### src/rtl/alu_driver16.sv
// Sequences a 16-bit operation as two passes through an external 8-bit ALU.
// It captures the command, drives the ALU one byte per pass and presents the result with a valid/ready handshake.
module alu_driver16 #(
  parameter int CNT_W = 16
) (
  input  logic             clk,
  input  logic             resetn,
  input  logic             cmd_valid,
  output logic             cmd_ready,
  input  logic [3:0]       cmd_op,
  input  logic [15:0]      cmd_a,
  input  logic [15:0]      cmd_b,
  input  logic             cmd_carry,
  output logic [7:0]       alu_a,
  output logic [7:0]       alu_b,
  output logic [3:0]       alu_op,
  output logic             alu_carry,
  input  logic [7:0]       alu_c,
  input  logic             alu_carry_out,
  input  logic             alu_zero,
  output logic             res_valid,
  input  logic             res_ready,
  output logic [15:0]      res_data,
  output logic             res_carry,
  output logic             res_zero,
  output logic [CNT_W-1:0] op_count
);

  typedef enum logic [1:0] {IDLE, PASS1, PASS2, DONE} state_t;

  state_t      state, state_next;
  logic [3:0]  op_q;
  logic [15:0] a_q, b_q;
  logic        carry_q;
  logic [7:0]  p1_c;
  logic        p1_carry, p1_zero;
  logic        hi_first, logic_op, cmp_op;
  logic [15:0] word, data_next;
  logic        carry_next;

  // Rotate-right walks from the high byte down so the carry flows the right way.
  assign hi_first  = (op_q == 4'd15);
  assign logic_op  = (op_q >= 4'd4) && (op_q <= 4'd8);
  assign cmp_op    = (op_q >= 4'd9) && (op_q <= 4'd11);
  assign cmd_ready = (state == IDLE);
  assign res_valid = (state == DONE);

  always_comb begin
    state_next = state;
    case (state)
      IDLE:    if (cmd_valid) state_next = PASS1;
      PASS1:   state_next = PASS2;
      PASS2:   state_next = DONE;
      DONE:    if (res_ready) state_next = IDLE;
      default: state_next = IDLE;
    endcase
  end

  always_comb begin
    alu_op    = 4'd0;
    alu_a     = 8'd0;
    alu_b     = 8'd0;
    alu_carry = 1'b0;
    case (state)
      PASS1: begin
        alu_a = hi_first ? a_q[15:8] : a_q[7:0];
        alu_b = hi_first ? b_q[15:8] : b_q[7:0];
        case (op_q)
          4'd9, 4'd10, 4'd11: alu_op = 4'd2;
          4'd12, 4'd13:       alu_op = 4'd12;
          default:            alu_op = op_q;
        endcase
        case (op_q)
          4'd1, 4'd3, 4'd14, 4'd15: alu_carry = carry_q;
          default:                  alu_carry = 1'b0;
        endcase
      end
      PASS2: begin
        alu_a = hi_first ? a_q[7:0] : a_q[15:8];
        alu_b = hi_first ? b_q[7:0] : b_q[15:8];
        case (op_q)
          4'd0, 4'd1:                     alu_op = 4'd1;
          4'd2, 4'd3, 4'd9, 4'd10, 4'd11: alu_op = 4'd3;
          4'd12, 4'd13, 4'd14:            alu_op = 4'd14;
          default:                        alu_op = op_q;
        endcase
        alu_carry = logic_op ? 1'b0 : p1_carry;
      end
      default: ;
    endcase
  end

  // Compare ops reduce the 16-bit difference to -1/0/+1 using both byte zero flags.
  always_comb begin
    word       = hi_first ? {p1_c, alu_c} : {alu_c, p1_c};
    data_next  = word;
    carry_next = alu_carry_out;
    if (logic_op) begin
      carry_next = 1'b0;
    end else if (cmp_op) begin
      if (alu_carry_out)
        data_next = 16'hFFFF;
      else if (p1_zero && alu_zero)
        data_next = 16'h0000;
      else
        data_next = 16'h0001;
    end
  end

  always_ff @(posedge clk) begin
    if (!resetn) begin
      state     <= IDLE;
      op_q      <= 4'd0;
      a_q       <= 16'd0;
      b_q       <= 16'd0;
      carry_q   <= 1'b0;
      p1_c      <= 8'd0;
      p1_carry  <= 1'b0;
      p1_zero   <= 1'b0;
      res_data  <= 16'd0;
      res_carry <= 1'b0;
      res_zero  <= 1'b0;
      op_count  <= '0;
    end else begin
      state <= state_next;
      if (state == IDLE && cmd_valid) begin
        op_q    <= cmd_op;
        a_q     <= cmd_a;
        b_q     <= cmd_b;
        carry_q <= cmd_carry;
      end
      if (state == PASS1) begin
        p1_c     <= alu_c;
        p1_carry <= alu_carry_out;
        p1_zero  <= alu_zero;
      end
      if (state == PASS2) begin
        res_data  <= data_next;
        res_carry <= carry_next;
        res_zero  <= (data_next == 16'd0);
      end
      if (state == DONE && res_ready)
        op_count <= op_count + 1'b1;
    end
  end

endmodule

### config.mk
export PLATFORM = sky130hd
export DESIGN_NAME = alu_driver16
export DESIGN_NICKNAME = d
export VERILOG_FILES = /design/src/rtl/alu_driver16.sv
export SDC_FILE = /design/constraint.sdc
export NUM_CORES = 1
export LEC_CHECK = 0
export BUFFER_PORTS_ARGS = -buffer_cell sky130_fd_sc_hd__buf_2
export CORE_ASPECT_RATIO = 1.1
export CORE_MARGIN = 4
export CORE_UTILIZATION = 53
export CTS_CLUSTER_DIAMETER = 80
export DETAILED_ROUTE_END_ITERATION = 10
export GPL_TIMING_DRIVEN = 1
export PLACE_DENSITY = 0.8
export RECOVER_POWER = 100
export SLEW_MARGIN = 30
export SYNTH_ARGS = -nofsm -noshare
export SYNTH_HDL_FRONTEND = slang
export SYNTH_SLANG_ARGS = --single-unit
### constraint.sdc
create_clock -name clk -period 2.6 [get_ports clk]
set_clock_uncertainty 0.2 [all_clocks]
set_input_delay 0.52 -clock clk [delete_from_list [all_inputs] [get_ports clk]]
set_output_delay 0.52 -clock clk [all_outputs]
set_load 0.005 [all_outputs]
# Yosys cells after proc, flatten, opt, wreduce, memory -nomap -nowiden
# Index checks and enable logic that the tools add are counted.
# totals
ff_bits	83
wordCells	68
# op_classes
mux	21
eq_ne	15
order_cmp	4
n_reduce_logical	15
addsub	1
# op_table
cell	n
$mux W16	4
$mux W8	4
$pmux W8 S2	2
$eq A4 B4 Y1 const B	7
$add A16 B1 Y16 const B	1
$logic_not A16 Y1	1
$pmux W4 S2	2
$pmux W4 S3	1
$eq A4 B2 Y1 const B	2
$le A4 B4 Y1 const B	2
$pmux W2 S4	1
$reduce_or A3 Y1	2
$logic_and A1 B1 Y1	5
$reduce_or A5 Y1	1
$eq A2 B2 Y1 const B	2
$eq A4 B1 Y1 const B	1
$ge A4 B3 Y1 const B	1
$ge A4 B4 Y1 const B	1
$logic_not A4 Y1	1
$mux W1	4
$mux W2	2
$reduce_or A2 Y1	2
$reduce_or A4 Y1	1
$eq A2 B1 Y1 const B	1
5 further kinds	5

# Logic depth before layout (Yosys ltp)
# depth
ltp_word	6
ltp_mapped	8
depth_no_buf	6

# Worst setup path before layout
# No wires, ideal clock.
# synth_path
path_type	register to output
start	reg state[0]
end	out alu_op[0]
arrival_time_ns	1.526
path_stages_with_launch	7
slack_ns	0.354
path_buffers	2
cell_sequence	dfxtp_1 inv_1 ha_1 clkbuf_1 clkbuf_1 o21ai_0 a211oi_1
# synth_between
elab_chain_len	2
elab_cells_between_ends	3
classes_between	eq/ne: 2; mux: 1
# synth_rtl
item	line_no	text
start: declaration	31	state_t state, state_next;
start signal: assignment	125	state <= state_next;
$eq A2 B2 Y1 or $eq A2 B1 Y1 (tied branches)	64	case (state)
$pmux W4 S2 (*)	64	
end: declaration	16	output logic [3:0] alu_op,
# Every way passes the cells marked *; elsewhere a longest branch is shown, timed or not.

# Final worst setup path
# layout_path
start	reg op_q[2]
end	out alu_b[3]
# layout_between
elab_chain_len	3
elab_cells_between_ends	4
classes_between	eq/ne: 1; mux: 3
# layout_rtl
item	line_no	text
start: declaration	32	logic [3:0] op_q;
start signal: assignment	127	op_q <= cmd_op;
$eq A4 B4 Y1 (*)	42	assign hi_first = (op_q == 4'd15);
$mux W8, on equally long branches	80, 67	
$pmux W8 S2 (*)	64	
end: declaration	15	output logic [7:0] alu_b,
# Marks and branches as above.

==> out/metrics.cfg <==
[placement]
placed_area_sq_um=4815
gp_congestion=0.8564
post-place-ws_ps=219.0
numPortBuffers=107
place_hpwl_mm=7.279

[routing]
dr.pass1.iters=7
drtIter0Drc=284
routed.top_layer=met4
met1Wirelength_mm=4.658
remaining_drc_errors=0
wl_met3_um=856
post_drt_wl_per_cell_um=14.88
avgViaCountPerCell=5.566
wl_met2_mm=5.602
wl_mm=11.46
num_vias=4286
final_antenna_net_count=0

[setup_path]
cp.required_ps=1880
cp_top_family=buffers and inverters
crit_slowest_cell=dfxtp_4
path_max_fanout=6
arrival_ps=1850
slowest_delay_ps=380
critPathLaunchType=flop
crit_type=reg2out
timing.critical_path.buf_inv=4
path_cells=buf_8 > nand4_1 > buf_6 > buf_6 > nand2_1 > nand2_1 > a22oi_2 > nor2b_1 > buf_2
endpoint_kind=primary output

[timing]
setup_violations=0
timing.final.crit_share_pct=98.91
fin_crit_ps=2572
fmax_mhz=388.9
relSlewSlack_pct=9.007
setup_ws_ps=28.35
hold-worst-slack_ps=209.3
slew_violations=0
hold_viol_final=0
tightest_slew_ps=1365

[cts]
cts_made_buffers=9
hold_buffers=0
clk_pin_slew_ps=80
cts-root-buf=clkbuf_8
htreeDepth=3
cts_max_path_buffers=2
cts_tree=built
cts_sinks=83
clk_latency_ps=350

[min_path]
worstHoldPathType=in2reg

[floorplanning]
rows=33
start_util_pct=55.40
fp.dieH_um=101.5
die_area_sq_um=9433
io_pins=108
die_w_um=92.97
coreArea_sq_um=7597

[global_routing]
grt_max_degree=84
grt_pass1_wl_mm=18.26
antenna_found_initial=0
grt_pass1_vias=3989
grt_use_total_pct=23.78
grt_overflow=0

[power_and_ir_drop]
p_per_area_nw_per_um2=810.3
leakagePower_uw=0.002308
irDropWorstVdd_uv=391.6

[cells_and_area]
final_layout_size_suffix_gt1_share_pct=25.26
fillers=681
area_growth_pct=25.15
num_antenna_cells=0
final_core_util_pct=69.33
fin_nets=717
fin_area_sq_um=5268

[synth]
synth_edf_count=0
synth_cell_types=41
syn_nets=604
ys_ff_latch=83
avgSynthCellArea_sq_um=7.681
synth_ff_type=dfxtp_1
synth_warnings=0
synthCells=548
async_flop_share_pct=0
synthesis.area_sq_um=4209
ys_seq_area_share_pct=39.48

[run_status]
run_status=finished clean

[flow_run]
drv_cap=0

[where the power goes]
group / internal (uW) / switching (uW) / total (uW) / leakage [uW]
registers: 1550 / 203 / 1750 / 0.000680
clock network: 437 / 438 / 875 / 0.0000902
logic: 725 / 919 / 1640 / 0.00154
[worst reg2reg max path, delay by kind of cell (launching register included)]
family	cells	cell delay (ps)
buffers and inverters	3	410
AND/OR/NAND/NOR	2	620
AO/OA/AOI/OAI	3	760
flip-flops	1	360
[kinds of logic (layout without fill, tap and decap cells)]
family | after synthesis | after routing | share of synthesized area (%)
simple gates | 276 | 278 | 29.34
compound gates | 110 | 110 | 19.29
flops | 83 | 83 | 39.48
buf+inv | 49 | 164 | 4.846
xor+xnor | 13 | 13 | 2.705
mux | 12 | 12 | 2.854
fa+ha+maj | 5 | 5 | 1.486
[cell usage after synthesis (all sizes together), types with 5 or more instances]
master | number | area [sq um]
nor2 | 21 | 78.83
a221oi | 9 | 78.83
o221a | 7 | 78.83
nor2b | 32 | 200.2
clkbuf | 33 | 123.9
xnor2 | 8 | 70.07
dfxtp | 83 | 1662
and2 | 15 | 93.84
a21oi | 11 | 55.05
inv | 8 | 30.03
buf | 8 | 50.05
nand2 | 177 | 664.4
a22oi | 16 | 120.1
nand4 | 7 | 43.79
o21ai | 17 | 85.08
ha | 5 | 62.56
xor2 | 5 | 43.79
mux2i | 12 | 120.1
a21boi | 39 | 292.8
[flip-flops by register name, indices dropped and copies added (netlist names), 2 cells and up]
name	flops
state	2
res_data	16
op_q	4
op_count	16
b_q	16
p1_c	8
a_q	16
[path summary, 6_finish.rpt]
path              from       end  slack, ps  cells past startpoint
min          cmd_b[15]   b_q[15]        210                      3
max            op_q[2]  alu_b[3]         30                      9
min reg2reg     a_q[5]    a_q[5]        280                      2
max reg2reg    op_q[2]  res_zero        170                      8
[layer usage]
layer | up-vias | GRT usage [%]
li1 | 2077 | -
met5 | - | 0
met4 | 0 | 10.37
met1 | 1997 | 28.49
met3 | 32 | 4.829
met2 | 180 | 41.39
[cell type report]
class                   count  area [sq um]  area share (%)
multi-input cells         418          2420           45.94
flip-flops and latches     83          1678           31.85
repair buffers            141         833.3           15.82
clock buffers              12         135.1           2.565
well taps                 105         131.4           2.494
clock inverters             3         40.04          0.7601
inverters                   8         30.03          0.5701
[cells in the final DEF (no fill, tap or decap), types with 6 or more instances in the layout]
cell type  instances
inv_1              7
and2_0             6
o221a_2            7
a21oi_1           11
and2_1             9
dfxtp_1           78
xnor2_1            8
clkbuf_1          15
nand2_1          176
nand4_1            7
a22oi_1            8
clkbuf_8           9
a21boi_0          39
a22oi_2            8
mux2i_1           12
a221oi_1           9
nor2b_1           32
buf_4             23
nor2_1            21
buf_2             95
o21ai_0           17
[what timing repair did]
item | in CTS | in global routing
pin swaps | 1 | 8
setup buffers | 0 | 17
gates resized for setup | 6 | 29
gates cloned | 1 | 3
endpoints found under the setup margin | 17 | 16
[metrics by stage]
stage | cells | power [uW] | TNS [ps]
floorplan | 548 | 2734 | 0
global placement | 734 | 3184 | 0
finish | 770 | 4268 | 0
detailed placement | 734 | 3241 | 0
CTS | 750 | 4123 | 0
global route | 770 | 4560 | -308.4
(Power assumes the default switching activity.)
